==> src/rtl/multiplier8bit16.sv <==
// Sequential shift-add multiplier: W x W -> 2W bits, one multiplier bit per clock.
// Define MUL_SIGNED_EN for two's-complement operands and product.
module multiplier8bit16 #(
    parameter int unsigned W = 8
) (
    input  logic           clk,
    input  logic           rst,
    input  logic           start,
    input  logic [W-1:0]   op1,
    input  logic [W-1:0]   op2,
    output logic [2*W-1:0] res,
    output logic           busy,
    output logic           done
);

    localparam int unsigned CW = (W > 1) ? $clog2(W) : 1;

    typedef enum logic [1:0] {StIdle, StRun, StDone} state_t;

    state_t         state_q, state_d;
    logic [W-1:0]   mcand_q, mcand_d;
    logic [W-1:0]   mplier_q, mplier_d;
    logic [2*W:0]   acc_q, acc_d;
    logic [CW-1:0]  cnt_q, cnt_d;
    logic [2*W-1:0] res_q, res_d;

    logic [W:0]     partial;
    logic [2*W:0]   acc_sum;
    logic [2*W:0]   acc_step;
    logic [2*W-1:0] product;
    logic [2*W-1:0] final_res;
    logic [W-1:0]   cap1, cap2;

`ifdef MUL_SIGNED_EN
    logic neg_q, neg_d;

    // Magnitudes fit W unsigned bits, including the most negative value.
    always_comb begin
        cap1      = op1[W-1] ? -op1 : op1;
        cap2      = op2[W-1] ? -op2 : op2;
        final_res = neg_q ? -product : product;
    end
`else
    always_comb begin
        cap1      = op1;
        cap2      = op2;
        final_res = product;
    end
`endif

    // Add multiplicand into the upper half (carry lands in the extra bit), then shift right.
    always_comb begin
        partial  = {1'b0, acc_q[2*W-1:W]} + {1'b0, mcand_q};
        acc_sum  = mplier_q[0] ? {partial, acc_q[W-1:0]} : acc_q;
        acc_step = acc_sum >> 1;
        product  = acc_step[2*W-1:0];
    end

    always_comb begin
        state_d  = state_q;
        mcand_d  = mcand_q;
        mplier_d = mplier_q;
        acc_d    = acc_q;
        cnt_d    = cnt_q;
        res_d    = res_q;
`ifdef MUL_SIGNED_EN
        neg_d    = neg_q;
`endif
        unique case (state_q)
            StIdle: begin
                if (start) begin
                    mcand_d  = cap1;
                    mplier_d = cap2;
                    acc_d    = '0;
                    cnt_d    = '0;
`ifdef MUL_SIGNED_EN
                    neg_d    = op1[W-1] ^ op2[W-1];
`endif
                    state_d  = StRun;
                end
            end
            StRun: begin
                acc_d    = acc_step;
                mplier_d = mplier_q >> 1;
                cnt_d    = cnt_q + CW'(1);
                if (cnt_q == CW'(W - 1)) begin
                    res_d   = final_res;
                    state_d = StDone;
                end
            end
            StDone: begin
                state_d = StIdle;
            end
            default: begin
                state_d = StIdle;
            end
        endcase
    end

    always_ff @(posedge clk or negedge rst) begin
        if (!rst) begin
            state_q  <= StIdle;
            mcand_q  <= '0;
            mplier_q <= '0;
            acc_q    <= '0;
            cnt_q    <= '0;
            res_q    <= '0;
`ifdef MUL_SIGNED_EN
            neg_q    <= 1'b0;
`endif
        end else begin
            state_q  <= state_d;
            mcand_q  <= mcand_d;
            mplier_q <= mplier_d;
            acc_q    <= acc_d;
            cnt_q    <= cnt_d;
            res_q    <= res_d;
`ifdef MUL_SIGNED_EN
            neg_q    <= neg_d;
`endif
        end
    end

    always_comb begin
        res  = res_q;
        busy = (state_q != StIdle);
        done = (state_q == StDone);
    end

endmodule

==> config.mk <==
export PLATFORM = sky130hd
export DESIGN_NAME = multiplier8bit16
export DESIGN_NICKNAME = d
export VERILOG_FILES = /design/src/rtl/multiplier8bit16.sv
export SDC_FILE = /design/constraint.sdc
export NUM_CORES = 1
export LEC_CHECK = 0
export CAP_MARGIN = 20
export CORE_MARGIN = 1
export CORE_UTILIZATION = 48
export DETAILED_ROUTE_END_ITERATION = 6
export PLACE_DENSITY = 0.75
export SYNTH_ARGS = -nofsm -noshare
export SYNTH_HDL_FRONTEND = slang
export SYNTH_SLANG_ARGS = --single-unit
==> constraint.sdc <==
create_clock -name clk -period 1.8 [get_ports clk]
set_input_delay 0.36 -clock clk [delete_from_list [all_inputs] [get_ports clk]]
set_output_delay 0.36 -clock clk [all_outputs]
set_load 0.05 [all_outputs]
==> results.json <==
{
  "grt_start_max_net_pins": 34,
  "synth_top_area_share_pct": 54.17,
  "vias": 1859,
  "swShare_pct": 44.92,
  "critPathKind": "reg -> reg",
  "row_count": 25,
  "crit_chain": "ha_2, fa_2, a21o_1, a221oi_2, xnor2_1, mux2i_1, o21ai_1",
  "cts_sinks": 52,
  "rsz0062_at_grt": "yes",
  "power.share.sequential_pct": 34.4,
  "p_int_uw": 3405,
  "n_fill_cell": 414,
  "combPwrFrac_pct": 54.7,
  "fmax_mhz": 532.5,
  "core-area_sq_um": 4755,
  "use_met3_pct": 4.282,
  "synth_top_cells_by_area": "dfrtp_1 (54%), nand2_1 (11%), o21ai_0 (6.3%), ha_1 (5.2%), mux2_2 (3.3%)",
  "violations": "negative setup slack",
  "netlist_area_sq_um": 2402,
  "slowest_stage": "dfrtp_1",
  "syn2layout_area_growth_pct": 25.73,
  "finClkSkew_ns": 0.006143,
  "status": "complete, but fails checks",
  "critPathBufInv": 0,
  "drc": 0,
  "powerDensity_nw_per_um2": 2047,
  "dp_hpwl_mm": 3.366,
  "hold_viol": 0,
  "dpl_cell_area_sq_um": 2909,
  "synth_cells": 251,
  "worst_ep_arrival_time_ns": 2.07,
  "use_met2_pct": 30.11,
  "cp.required_ns": 1.99,
  "post-route-cell-area_sq_um": 3020,
  "numCtsBuffers": 5,
  "min_path_type": "in -> async",
  "worstSkewPairLatency_ns": 0.30,
  "start_kind": "register",
  "synth_nets": 281,
  "yosys_register_bits": 52,
  "die_y_um": 72.75,
  "ff_latch_area_sq_um": 1301,
  "dieArea_sq_um": 5292,
  "fin_crit_sh_pct": 104.3,
  "cts_tree": "done",
  "ant_nets": 0,
  "worst_pin_slew_ns": 0.5051,
  "synth_cell_types": 28,
  "cts-htree-levels": 2,
  "setup_viol": 6,
  "initial_core_util_pct": 50.53,
  "drt_first_iter_violations": 146,
  "portBuffers": 36,
  "ir_drop_uv": 719.0,
  "synth_sequential_area_ratio_pct": 54.17,
  "die_w_um": 72.75,
  "via_per_inst": 5.135,
  "crit_family": "adder cells",
  "period_needed_ns": 1.878,
  "clk_path_buf_depth": 2,
  "critPathMaxFanout": 3,
  "num-nets-final": 325,
  "grt_pass1_vias": 1739,
  "drtPass1Iterations": 4,
  "grt_pass1_wl_mm": 7.955,
  "antenna_found_initial": 0,
  "p_leak_uw": 0.001442,
  "cts_root_buf": "clkbuf_8",
  "routedWlPerCell_um": 12.80,
  "clockPowerShare_pct": 10.9,
  "maxCapViolCount": 0,
  "layout-drive-gt1-share_pct": 18.31,
  "slew_headroom_pct": 66.33,
  "multi_input_area_sq_um": 1047,
  "yosys_warnings": 0,
  "fin_hold_ws_ns": 0.005755,
  "grt.overflow.total": 0,
  "met1_usage_pct": 28.48,
  "synth_area_leader_cell": "dfrtp_1",
  "setup_slack_ns": -0.07797,
  "gp_congestion": 0.9279,
  "gr-usage-all-layers_pct": 19.56,
  "path_clk_slew_ns": 0.09,
  "slew_violations": 0,
  "place_ws_ns": -0.1094,
  "endpoint_kind": "register",
  "syn_avg_cell_area_sq_um": 9.571,
  "pin_count": 37,
  "diodes": 0,
  "critPathMaxStageDelay_ns": 0.41,
  "wl_mm": 4.632,
  "p_sw_uw": 2777,
  "busiest_layer": "met2"
}
==> final timing paths <==
| kind | startpoint | end | slack, ns | cells after the start |
|---|---|---|---|---|
| worst max-delay path | mcand_q[0] | acc_q[13] | -0.08 | 7 |
| worst min-delay path | rst | mplier_q[4] | 0.006 | 1 |
| worst max register to register | mcand_q[0] | acc_q[13] | -0.08 | 7 |
| worst min register to register | res[8] | res[8] | 0.48 | 2 |
| max in group asynchronous | rst | res[8] | 1.25 | 2 |
| min in group clk | res[8] | res[8] | 0.48 | 2 |
==> power groups by stage <==
stage / combinational, uW / clock (uW) / sequential [uW]
6_report: 3380 / 677 / 2130
5_1_grt: 3750 / 727 / 2210
4_1_cts: 3370 / 686 / 2130
3_5_place_dp: 3340 / 0 / 2150
3_3_place_gp: 3250 / 0 / 2130
2_1_floorplan: 1820 / 0 / 2630
==> per-layer routing <==
| metal | vias up | wire length (um) |
|---|---|---|
| li1 | 939 | - |
| met1 | 874 | 2280 |
| met2 | 41 | 2134 |
| met3 | 5 | 174 |
| met4 | 0 | 42 |
| met5 | - | 0 |
==> cells in the mapped netlist (all sizes together) <==
cell type	n
fa	1
a21o	2
nand3b	1
nand3	11
nand2b	2
and2	1
a22oi	1
nor3	1
a221oi	1
buf	4
dfrtp	52
xor2	1
nor2b	3
or3	1
mux2i	5
nand2	70
a21oi	6
mux2	7
o21ai	31
inv	3
and3	1
nor2	11
clkbuf	10
a211oi	2
a31oi	10
xnor2	3
ha	10
==> registers in the layout (all words and copies together), names as in the netlist <==
name,cells
state_q,2
cnt_q,3
acc_q,15
mcand_q,8
res,16
mplier_q,8
==> layout make-up <==
class / count / share of cell area, %
multi-input combinational: 182 / 34.67
clock inverter: 1 / 0.2900
clock buffer: 6 / 2.734
sequential: 52 / 43.08
inverter: 3 / 0.3728
timing repair buffer: 51 / 16.07
tap: 67 / 2.775
==> cell families (layout without fill, tap and decap cells) <==
family | Yosys count | in the layout | share of synthesized area (%)
compound gates | 53 | 53 | 12.50
fa+ha+maj | 11 | 11 | 6.042
xor+xnor | 4 | 4 | 1.459
mux | 12 | 12 | 5.365
buf+inv | 17 | 61 | 2.865
flops | 52 | 52 | 54.17
simple gates | 102 | 102 | 17.60
==> through the flow <==
step | utilization [%] | setup TNS [ns] | total power, uW | cells
global placement | 61.18 | -0.05243 | 5382 | 354
detailed placement | 61.18 | -0.4404 | 5497 | 354
global route | 63.53 | -1.277 | 6688 | 362
floorplan | - | 0 | 4448 | 251
CTS | 63.32 | -0.1656 | 6195 | 362
finish | 63.53 | -0.1886 | 6183 | 362
==> layout by cell type (no fill, tap or decap), types with 5 or more instances in the layout <==
| master | n |
|---|---|
| buf_4 | 28 |
| nor2_1 | 11 |
| buf_12 | 5 |
| mux2i_1 | 5 |
| o21ai_1 | 5 |
| ha_1 | 9 |
| clkdlybuf4s50_1 | 17 |
| mux2_2 | 7 |
| dfrtp_1 | 52 |
| nand3_1 | 11 |
| o21ai_0 | 26 |
| clkbuf_8 | 6 |
| nand2_1 | 70 |
| a21oi_1 | 6 |
| a31oi_1 | 10 |
==> repair_timing <==
action,CTS,global route
gates cloned,0,0
hold buffers,0,0
gates resized for setup,4,3
pin swaps,0,3
buffers inserted,1,0
setup endpoints to repair,6,12
(Power assumes the default switching activity.)
==> RTL change 1 (config.mk and constraints unchanged) <==
The parameter `W` goes from 8 to 16.
--- a/src/rtl/multiplier8bit16.sv
+++ b/src/rtl/multiplier8bit16.sv
@@ -1,7 +1,7 @@
 // Sequential shift-add multiplier: W x W -> 2W bits, one multiplier bit per clock.
 // Define MUL_SIGNED_EN for two's-complement operands and product.
 module multiplier8bit16 #(
-    parameter int unsigned W = 8
+    parameter int unsigned W = 16
 ) (
     input  logic           clk,
     input  logic           rst,
Ports: changed (resized op1, op2 and res); port bits go from 37 to 69. The function was not compared with the original's and may differ.
==> RTL change 1 against the unedited design <==
- the run still ends with setup timing left
- setup slack worse by 580 ps
- design area increased by 120%
- sequential cell count up 49
- total power increased by 100%
- synthesized area up 100%
- routed wire length rose to 2.6 times the old value
- critical path depth increased by 1
- critical path type unchanged
==> RTL change 1: results (changes against the unedited design) <==
input/output buffers=68 (was 36); total CTS buffers=9 (was 5); Routed WL=12100 um (was 4630 um); Final nets=698 (was 325); setup violators final=28 (was 6); starting DRC count in detailed routing=248 (was 146); Reg2Reg Depth=8 (was 7); Peak VDD IR=1.12 mV (was 0.719 mV); GRT Overall Usage=0.241 (was 0.196); Synth Area in XOR/XNOR=0.0144 (was 0.0146); WP data arrival=2720 ps (was 2070 ps); Vias/cell=5.50 (was 5.14); Cell variety after synth=44 (was 28); fraction of layout cells with a size suffix above 1=0.248 (was 0.183); largest net degree at the start of global routing=36 (was 34); CP endpoint=acc_q[29] (was acc_q[13]); Crit Path Max Fanout=4 (was 3); number of placed instances, taps included=758 (was 354); vias in the first global route=4203 (was 1739); adder-cell share of the synthesized area=0.0477 (was 0.0604); Fill cells=799 (was 414); largest family of logic cells by synthesized area=compound AO/OA/AOI/OAI gates (was simple AND/OR/NAND/NOR gates); synth top area cells=dfrtp_1 (52%), nand2_1 (11%), o21ai_0 (5.5%) (was dfrtp_1 (54%), nand2_1 (11%), o21ai_0 (6.3%)); CP top delay family=compound AO/OA/AOI/OAI gates (was adder cells); Slew HR=0.749 (was 0.663); TNS Setup=-10680 ps (was -189 ps); max reg flops=32 (was 16); mux cell area share after synthesis=0.0205 (was 0.0536); DP HPWL=8150 um (was 3370 um); Pwr Density=1880 mW/mm2 (was 2050 mW/mm2); most frequent cells after synthesis=nand2_1 (140), dfrtp_1 (101), o21ai_0 (54) (was nand2_1 (70), dfrtp_1 (52), o21ai_0 (30)); first-pass GRT wire length=19700 um (was 7960 um); Post-Place Worst Slack=-702 ps (was -109 ps); complex-gate fraction of the synthesized area=0.188 (was 0.125); Crit. Startpoint=acc_q[16] (was mcand_q[0]); Final Cell Area=0.00661 mm2 (was 0.00302 mm2); failing checks=setup timing (unchanged); GPL Wtd Cong=0.893 (was 0.928); Mapped Nets=575 (was 281); H-tree Lvls=3 (was 2); CTS clk-pin slew, worst paths=100 ps; Vias=4305 (was 1859); clock share of power=0.113 (was 0.109); sw frac=0.444 (was 0.449); sequential share of power=0.317 (was 0.344); Worst Clk Skew=15.0 ps (was 6.14 ps); placed cell areas=0.00617 mm2 (was 0.00291 mm2); Worst Slack Setup Final=-655 ps (was -78.0 ps); buffer count from post-CTS setup fixing=4 (was 1); status=finished, violations left (unchanged); clk_lat worst skew=380 ps (was 300 ps); # resized after CTS=24 (was 4); Static Leak=3.20 nW (was 1.44 nW); mean post-synth cell area=9.34 um2 (was 9.57 um2)
## RTL change 1: cell count changes in the layout (fill, tap and decap cells not counted), moves of 11 or more
| cell | unedited run | this run |
|---|---|---|
| nor2b_1 | 3 | 20 |
| dfrtp_1 | 52 | 101 |
| a22o_1 | 0 | 15 |
| a21oi_1 | 6 | 23 |
| nand2_1 | 70 | 140 |
| clkdlybuf4s50_1 | 17 | 33 |
| a22oi_1 | 1 | 14 |
| o21ai_1 | 5 | 16 |
| buf_4 | 28 | 94 |
| o21ai_0 | 26 | 39 |
## RTL change 1: routing by layer
metal,GRT usage,routed length (um)
met5,0,0
met4,0.0867,257
met3,0.0359,529
met2,0.391,5790
met1,0.331,5530
## RTL change 1: layout make-up
class,instances,share of cell area
Sequential cell,101,0.383
Multi-Input combinational cell,389,0.368
Timing Repair Buffer,140,0.193
Tap cell,133,0.0252
Clock buffer,9,0.0188
Clock inverter,7,0.00947
Inverter,4,0.00227
==> RTL change 2 (config.mk and constraints unchanged) <==
Without the edit above. Encoding of `state_t`: now one-hot (3 bits for 3 states).
--- a/src/rtl/multiplier8bit16.sv
+++ b/src/rtl/multiplier8bit16.sv
@@ -15,7 +15,7 @@
 
     localparam int unsigned CW = (W > 1) ? $clog2(W) : 1;
 
-    typedef enum logic [1:0] {StIdle, StRun, StDone} state_t;
+    typedef enum logic [2:0] {StIdle = 3'b001, StRun = 3'b010, StDone = 3'b100} state_t;
 
     state_t         state_q, state_d;
     logic [W-1:0]   mcand_q, mcand_d;
Check against the original RTL: same outputs for any inputs over 4 cycles, from zero or initial values and one cycle with rst low; so few cycles prove little.
==> RTL change 2 against the unedited design <==
- the run still ends with setup timing left
- sequential cell count increased by 1
- clock power increased by 22%
- synthesized area about the same
- routed wire length increased by 7.8%
- fmax decreased by 12%
- design area increased by 6.8%
- total power decreased by 19%
- setup slack got worse by 250 ps
- sequential power decreased by 15%
- largest power group unchanged
- highest routed layer unchanged
==> RTL change 2: results (changes against the unedited design) <==
Worst Slack Setup Final=-331 ps (was -78.0 ps); Worst Clk Skew=8.90 ps (was 6.14 ps); reg-to-reg endpoint=res[15] (was acc_q[13]); Final nets=295 (was 325); Static Leak=1.45 nW (was 1.44 nW); max reg flops=16 (unchanged); initial antenna violation count=0 (unchanged); setup violators final=10 (was 6); GPL Wtd Cong=0.840 (was 0.928); leading area contributor after synthesis=dfrtp_1 (unchanged); Routed WL=4990 um (was 4630 um); min-delay worst type=input pin to asynchronous set/reset pin (unchanged); largest net degree at the start of global routing=27 (was 34); status=finished, violations left (unchanged); Root Buffer=clkbuf_8 (unchanged); antenna-violating nets left=0 (unchanged); first-pass GRT wire length=8240 um (was 7960 um); Slew HR=0.610 (was 0.663); CTS clk-pin slew, worst paths=100 ps; GRT Overall Usage=0.207 (was 0.196); Peak VDD IR=0.736 mV (was 0.719 mV); Mapped Nets=232 (was 281); clk_lat worst skew=310 ps; post-synthesis sequential area ratio=0.553 (was 0.542); H-tree Lvls=2 (unchanged); post-synthesis async set-or-reset flop share=1.00 (unchanged); starting DRC count in detailed routing=76 (was 146); DP HPWL=3370 um (about the same); CP endpoint=res[15] (was acc_q[13]); total CTS buffers=5 (unchanged); Vias=1750 (was 1859); Crit Path Max Fanout=2 (was 3); failing checks=setup timing (unchanged); synth top area cells=dfrtp_1 (54%), mux2_2 (7.5%), mux2i_1 (5.8%) (was dfrtp_1 (54%), nand2_1 (11%), o21ai_0 (6.3%)); fraction of layout cells with a size suffix above 1=0.353 (was 0.183); most frequent cells after synthesis=dfrtp_1 (52), o21ai_0 (28), nand2_1 (26) (was nand2_1 (70), dfrtp_1 (52), o21ai_0 (30)); WP data arrival=2330 ps (was 2070 ps); yosys warns=0 (unchanged); input/output buffers=36 (unchanged); TNS Setup=-1890 ps (was -189 ps); placed cell areas=0.00297 mm2 (was 0.00291 mm2); Cell variety after synth=38 (was 28)
-- RTL change 2: cell count changes after synthesis, sizes merged, moves of 2 or more --
cell	before	now
nor2	11	3
mux2i	5	14
a31oi	10	1
mux2	7	16
nand2	70	27
inv	3	1
a22o	0	9
nand3	11	0
o21ai	31	28
a21oi	6	4
a21o	2	4
clkbuf	10	6
-- RTL change 2: timing repair --
action,in CTS,in global routing
setup buffers,4,3
gates resized for setup,19,6
pin swaps,10,10
gates cloned,0,0
hold endpoints to repair,13,0
hold buffers,1,0
setup endpoints to repair,11,12
-- RTL change 2: logic make-up after synthesis --
kind of cell,share of synthesized area
xor+xnor,0.0182
buf+inv,0.0198
flops,0.553
compound gates,0.137
simple gates,0.0782
fa+ha+maj,0.0604
mux,0.133
-- RTL change 2: through the flow --
stage	hold slack [ps]	setup WS (ps)	std cells
2_1_floorplan	64.4	-237	202
3_3_place_gp	291	-263	318
3_5_place_dp	294	-304	318
4_1_cts	494	-297	331
5_1_grt	522	-417	333
6_report	489	-331	333
-- RTL change 2: how the worst min path moves through the flow --
stage          from   endpoint  slack [ps]
6_report        rst  acc_q[14]         490
5_1_grt         rst  acc_q[14]         520
4_1_cts         rst  acc_q[14]         490
3_5_place_dp    rst   acc_q[7]         290
3_3_place_gp    rst   acc_q[7]         290
2_1_floorplan   rst  acc_q[10]          60
-- RTL change 2: cell type report --
| type | instances | area [um2] |
|---|---|---|
| Clock inverter | 3 | 46.3 |
| Multi-Input combinational cell | 138 | 1110 |
| Timing Repair Buffer | 66 | 583 |
| Sequential cell | 53 | 1330 |
| Inverter | 1 | 3.75 |
| Tap cell | 67 | 83.8 |
| Clock buffer | 5 | 68.8 |
| Fill cell | 384 | 1530 |
-- RTL change 2: worst max-delay path: stages (launching register included) --
cell and delay, ps:
dfrtp_1 390, ha_2 200, fa_2 350, a21o_1 190
a221oi_2 280, nor2b_1 90, o31a_1 250, mux2_2 260
-- RTL change 2: power breakdown --
| part | internal [mW] | switching, mW | leakage, nW |
|---|---|---|---|
| Clock | 0.417 | 0.410 | 0.0543 |
| Sequential | 1.52 | 0.288 | 0.656 |
| Combinational | 1.24 | 1.12 | 0.744 |
| Total | 3.17 | 1.82 | 1.45 |
-- RTL change 2: routing by layer --
layer / vias up / track usage / wire, um
li1: 839 / - / -
met4: 0 / 0.0675 / 51
met3: 6 / 0.0525 / 211
met1: 866 / 0.268 / 2220
met2: 39 / 0.341 / 2510
met5: - / 0 / 0
